### config.mk
export PLATFORM = sky130hd
export DESIGN_NAME = ready_source
export DESIGN_NICKNAME = d
export VERILOG_FILES = /design/src/rtl/ready_source.sv
export SDC_FILE = /design/constraint.sdc
export NUM_CORES = 1
export LEC_CHECK = 0
export ABC_AREA = 1
export CAP_MARGIN = 20
export CORE_UTILIZATION = 43
export DETAILED_ROUTE_END_ITERATION = 8
export HOLD_SLACK_MARGIN = 0.12
export PLACE_DENSITY = 0.76
export SYNTH_ARGS = -nofsm -noshare
export SYNTH_HDL_FRONTEND = slang
export SYNTH_SLANG_ARGS = --single-unit
### constraint.sdc
create_clock -name clk -period 1.6 [get_ports clk]
set_input_delay 0.32 -clock clk [delete_from_list [all_inputs] [get_ports clk]]
set_output_delay 0.32 -clock clk [all_outputs]
set_load 0.05 [all_outputs]
### src/rtl/ready_source.sv
// Ready-pulse source: issues a one-cycle ready, then watches a TIMEOUT-cycle window for a request.
// Hit/timeout statistics counters are built only when READY_SOURCE_STATS_EN is defined.
module ready_source #(
  parameter int unsigned TIMEOUT = 10,
  parameter int unsigned GAP_W   = 8,
  parameter int unsigned CNT_W   = 16
) (
  input  logic             clk,
  input  logic             rst_n,
  input  logic             en,
  input  logic [GAP_W-1:0] gap,
  input  logic             request,
  output logic             ready,
  output logic             hit,
  output logic             timeout,
  output logic             spurious,
  output logic             busy,
  output logic [CNT_W-1:0] ok_cnt,
  output logic [CNT_W-1:0] err_cnt
);

  typedef enum logic [1:0] {
    S_IDLE,
    S_GAP,
    S_READY,
    S_WAIT
  } state_e;

  // Window counter holds the index of the previous sampling edge (0 at E1).
  localparam logic [7:0] WIN_LAST = 8'(TIMEOUT - 1);

  state_e           state_q;
  logic [GAP_W-1:0] gap_cnt_q;
  logic [7:0]       win_cnt_q;
  logic             ready_q;
  logic             hit_q;
  logic             timeout_q;
  logic             spurious_q;

  logic [GAP_W-1:0] gap_load;
  logic             win_hit;
  logic             win_expire;
  logic             win_close;

  assign gap_load   = (gap == '0) ? GAP_W'(1) : gap;
  assign win_hit    = (state_q == S_WAIT) && request;
  assign win_expire = (state_q == S_WAIT) && !request && (win_cnt_q == WIN_LAST);
  assign win_close  = win_hit || win_expire;

  // NOTE: clocked state uses non-blocking assignments only, so every flop sees pre-edge values.
  always_ff @(posedge clk or negedge rst_n) begin
    if (!rst_n) begin
      state_q    <= S_IDLE;
      gap_cnt_q  <= '0;
      win_cnt_q  <= '0;
      ready_q    <= 1'b0;
      hit_q      <= 1'b0;
      timeout_q  <= 1'b0;
      spurious_q <= 1'b0;
    end else begin
      ready_q    <= 1'b0;
      hit_q      <= win_hit;
      timeout_q  <= win_expire;
      spurious_q <= 1'b0;
      unique case (state_q)
        S_IDLE: begin
          spurious_q <= request;
          if (en) begin
            state_q   <= S_GAP;
            gap_cnt_q <= gap_load;
          end
        end
        S_GAP: begin
          spurious_q <= request;
          if (!en) begin
            state_q <= S_IDLE;
          end else if (gap_cnt_q == GAP_W'(1)) begin
            state_q <= S_READY;
            ready_q <= 1'b1;
          end else begin
            gap_cnt_q <= gap_cnt_q - GAP_W'(1);
          end
        end
        S_READY: begin
          // A request coinciding with the ready pulse itself is ignored.
          state_q   <= S_WAIT;
          win_cnt_q <= '0;
        end
        S_WAIT: begin
          if (win_close) begin
            if (en) begin
              state_q   <= S_GAP;
              gap_cnt_q <= gap_load;
            end else begin
              state_q <= S_IDLE;
            end
          end else begin
            win_cnt_q <= win_cnt_q + 8'd1;
          end
        end
        default: state_q <= S_IDLE;
      endcase
    end
  end

  assign ready    = ready_q;
  assign hit      = hit_q;
  assign timeout  = timeout_q;
  assign spurious = spurious_q;
  assign busy     = (state_q != S_IDLE);

`ifdef READY_SOURCE_STATS_EN
  logic [CNT_W-1:0] ok_cnt_q, ok_cnt_d;
  logic [CNT_W-1:0] err_cnt_q, err_cnt_d;

  // NOTE: combinational blocks assign a default first so no latch can be inferred.
  always_comb begin
    ok_cnt_d  = ok_cnt_q;
    err_cnt_d = err_cnt_q;
    if (win_hit && !(&ok_cnt_q)) begin
      ok_cnt_d = ok_cnt_q + CNT_W'(1);
    end
    if (win_expire && !(&err_cnt_q)) begin
      err_cnt_d = err_cnt_q + CNT_W'(1);
    end
  end

  always_ff @(posedge clk or negedge rst_n) begin
    if (!rst_n) begin
      ok_cnt_q  <= '0;
      err_cnt_q <= '0;
    end else begin
      ok_cnt_q  <= ok_cnt_d;
      err_cnt_q <= err_cnt_d;
    end
  end

  assign ok_cnt  = ok_cnt_q;
  assign err_cnt = err_cnt_q;
`else
  assign ok_cnt  = '0;
  assign err_cnt = '0;
`endif

endmodule

---- Word level (Yosys, flattened, before mapping) ----
Index checks and enable logic that the tools add are counted.
storage, ports and cells
  register bits after elaboration ......... 22
  word-level logic and storage cells ...... 52
  output and inout bits ................... 37
  input port bits ......................... 12
cells by class
  add/sub/neg operators ................... 2
  eq/ne operators ......................... 11
  multiplexer cells ....................... 18
  reduce and logical (&&, ||, !) cells .... 14
operators with widths
  kind                 number
  $mux 8               6
  $pmux 8 s3           1
  $pmux 8 s2           1
  $ne 2x2->1 const B   5
  $add 8x1->8 const B  1
  $eq 8x1->1 const B   1
  $eq 8x4->1 const B   1
  $logic_not 8->1      1
  $mux 2               4
  $pmux 2 s4           1
  $sub 8x1->8 const B  1
  $mux 1               5
  $eq 2x2->1 const B   2
  $reduce_and 4->1     1
  $reduce_bool 2->1    2
  $logic_and 1x1->1    3
  $ne 3x3->1 const B   1
  $reduce_and 3->1     1
  $reduce_bool 3->1    1
  $eq 2x1->1 const B   1
  $logic_not 2->1      1
  $reduce_and 2->1     1
  $reduce_or 2->1      1
  $logic_not 1->1      1
  $logic_or 1x1->1     1

---- Logic depth before layout (Yosys ltp) ----
  depth in word-level cells ............... 6
  mapped depth ............................ 10
  depth with buffers taken out ............ 10

---- Worst setup path before layout ----
OpenSTA, ideal clock, no wires.
  path type ............................... register to register
  from .................................... reg state_q[0]
  to ...................................... reg state_q[0]
  path slack .............................. 0.042 ns
  arrival ................................. 1.431 ns
  buffers on the path ..................... 0
  clock period less this slack ............ 1.558 ns
  library setup time ...................... 0.128 ns
  cell stages (with the launch flop) ...... 9
  required time ........................... 1.472 ns
  path through ............................ dfrtp_1 > inv_1 > ha_1 > inv_1 > nor2_1 > inv_1 > nand3_1 > nand2_1 > o21ai_0
between the ends
  word-level cells in the longest chain between the ends .. 6
  elaborated cells between the ends (all ways) .. 13
  those cells by class .................... 6 x eq/ne; 1 x mux; 6 x reduce/logical
ends and longest elaborated chain
  element                            RTL line    source
  start: declaration                 32          state_e state_q;
  start signal: assignment           53          state_q <= S_IDLE;
  start signal: assignment           69          state_q <= S_GAP;
  start signal: assignment           76          state_q <= S_IDLE;
  $eq 2x2->1                         46, 47, 65
  $logic_and 1x1->1 (2 in series)    47          assign win_expire = (state_q == S_WAIT) && !request && (win_cnt_q == WIN_LAST);
  $logic_or 1x1->1                   48          assign win_close = win_hit || win_expire;
  $ne 2x2->1 (no source line)        n/a
  $reduce_and 3->1 (no source line)  n/a
Several ways; a longest one is shown, not always the timed one.
A chain may end at the register's enable or synchronous reset.

==> metrics.txt <==
initial antenna violation count=0; Hold Buf Count CTS=0; Routability Congestion=0.823; Finished Core Util=53.9%; Finish-stage setup viols=0; fin crit period=1520 ps; hold slack=393 ps; GRT Residual Overflow=0; CTS tree=done; ys async rst share=100%; Worst setup EP type=output pin; Synth Register Bits=22; Routed Antenna Nets=0; Die ar.=4240 um2; # DRC=0; Avg Inst Size Synth=7.41 um2; post-synthesis adder-cell area fraction=6.58%; via/cell ratio=4.59; CP Class=reg -> out; unrepaired setup endpoints after global routing=false; predominant post-synthesis flop cell=dfrtp_1; share of cells above drive strength 1=19.3%; clk sink count=22; diode count=0; TritonCTS Buffers=3; Post-synth EDFFs=0; H-tree levels=1; Port Buffers=16; largest family of logic cells by synthesized area=simple AND/OR/NAND/NOR gates; die extent in y=65.1 um; nets@finish=291; worst min path class=in -> async; leakage=1.10 nW; vias in the first global route=1,257; Seq/Total Area, Yosys=32.2%; Netlist Area Pre-Place=1710 um2; Clock Skews=8.28 ps; drt pass-1 iters=4; most common cell after layout, fill and taps aside=nand2_1; max cap viols=0; share of the synthesized area in the top cell type=32.2%; # rows=22; VDD IR max=1.03 mV; power density over the cells=1660 nW/um2; area added between synthesis and finish=18.0%; Setup TNS=0 ps; Post-Synthesis Cells=231; max frequency=657 MHz; area fraction in compound gates after synthesis=9.36%; XOR/XNOR Fraction of Synth Area=0.512%; Worst Path Required=1280 ps; wirelength, routed=3350 um; CTS Root Cell=clkbuf_8; global-route wire length before repair=5310 um; Ports=49; post-synthesis mux area share=0.585%; DRT iter0 DRCs=47; Placeable Area=3740 um2; post-synthesis simple-gate area fraction=28.8%; Initial Util=45.7%; Avg WL per Cell=10.6 um; largest net degree at the start of global routing=23; clock slew seen by the registers of the worst setup and hold paths=90 ps; die width=65.1 um; GRT Util Overall=16.3%; overall power=3.35 mW; commonest non-fill, non-tap cells in the layout=nand2_1, conb_1, inv_1, buf_4, dfrtp_1; largest cells by area after synthesis=dfrtp_1, buf_4, nand2_1; endpoints failing hold=0; Max FO, Critical Path=4; CTS Buffer Depth=2; status=finished clean; Slew Viols, Final=0; period utilization=95.2%; WP data arrival=1200 ps; clk_lat worst skew=270 ps; CP Launch Type=register; post-synthesis cell type count=30; vias=1,456; synth warn=0; HPWL after detailed placement=2530 um; area leader, netlist=dfrtp_1
-- synth_stat cells (2+ instances only) --
| library cell | instances |
|---|---|
| nand2_1 | 54 |
| buf_4 | 32 |
| inv_1 | 29 |
| dfrtp_1 | 22 |
| nor2_1 | 20 |
| nand3_1 | 19 |
| ha_1 | 9 |
| o21ai_0 | 8 |
| a21oi_1 | 5 |
| nand2_2 | 5 |
| nand4_1 | 5 |
| nor3_1 | 2 |
| o21ai_2 | 2 |
| o22ai_1 | 2 |
| or2_2 | 2 |
-- final timing paths --
path,start,endpoint,slack (ps),cells after the start
max,register,busy,80,4
min reg2reg,gap_cnt_q[1],gap_cnt_q[1],530,2
max reg2reg,state_q[0],gap_cnt_q[2],110,7
min in group clk,gap_cnt_q[1],gap_cnt_q[1],530,2
max in group asynchronous,rst_n,gap_cnt_q[3],970,2
min,rst_n,win_cnt_q[7],390,2
-- worst max-delay path, cell delays in order (launching register included) --
cell and delay [ps]:
dfrtp_1 420, inv_2 80, ha_1 190, inv_2 100, buf_12 140
-- layout make-up --
class                      count  area [um2]
fill                         368        1720
sequential                    22         551
multi-input combinational    178         918
timing repair buffer          36         310
inverter                      29         109
clock inverter                 1        30.0
tap                           48        60.1
clock buffer                   3        41.3
-- state kept, by name, indices dropped and copies added, names as in the netlist, named ones only --
name,flops
gap_cnt_q,8
state_q,1
timeout,1
spurious,1
ready,1
hit,1
win_cnt_q,8
-- per-stage QoR --
| step | worst slack [ps] | instance area, um2 | std cells |
|---|---|---|---|
| after floorplan | 41.6 | 1830 | 262 |
| after global placement | -41.8 | 1920 | 310 |
| after detailed placement | -48.9 | 1920 | 310 |
| after CTS | 7.47 | 1990 | 314 |
| after global routing | 11.7 | 2020 | 317 |
| final | 77.4 | 2020 | 317 |
-- report_power, final --
group	internal (mW)	switching [mW]	leakage [nW]	total, mW
clock	0.335	0.203	0.0357	0.538
combinational	0.737	1.19	0.771	1.92
sequential	0.723	0.168	0.289	0.891
total	1.79	1.56	1.10	3.35
-- cells by family (layout without fill, tap and decap cells) --
group / count (synthesis) / after routing
buffers and inverters: 63 / 69
muxes: 1 / 1
xor gates and xnor gates: 1 / 1
adders and majority gates: 9 / 9
DFF: 22 / 22
AOI/OAI and AO/OA: 23 / 23
other: 1 / 32
and+or+nand+nor: 111 / 112
-- metal layers --
layer / wire length [um] / track usage (%) / part of all wire [%]
met5: 0 / 0 / 0
met1: 1570 / 20.1 / 47
met2: 1590 / 28.0 / 47
met4: 44 / 5.16 / 1.3
met3: 148 / 3.65 / 4.4
-- what timing repair did --
action	in CTS	in global routing
hold endpoints to repair	0	0
resized for setup	1	6
gates cloned	0	1
pin swaps	0	1
setup endpoints to repair	1	10
setup buffers	0	2
(Power assumes the default switching activity.)
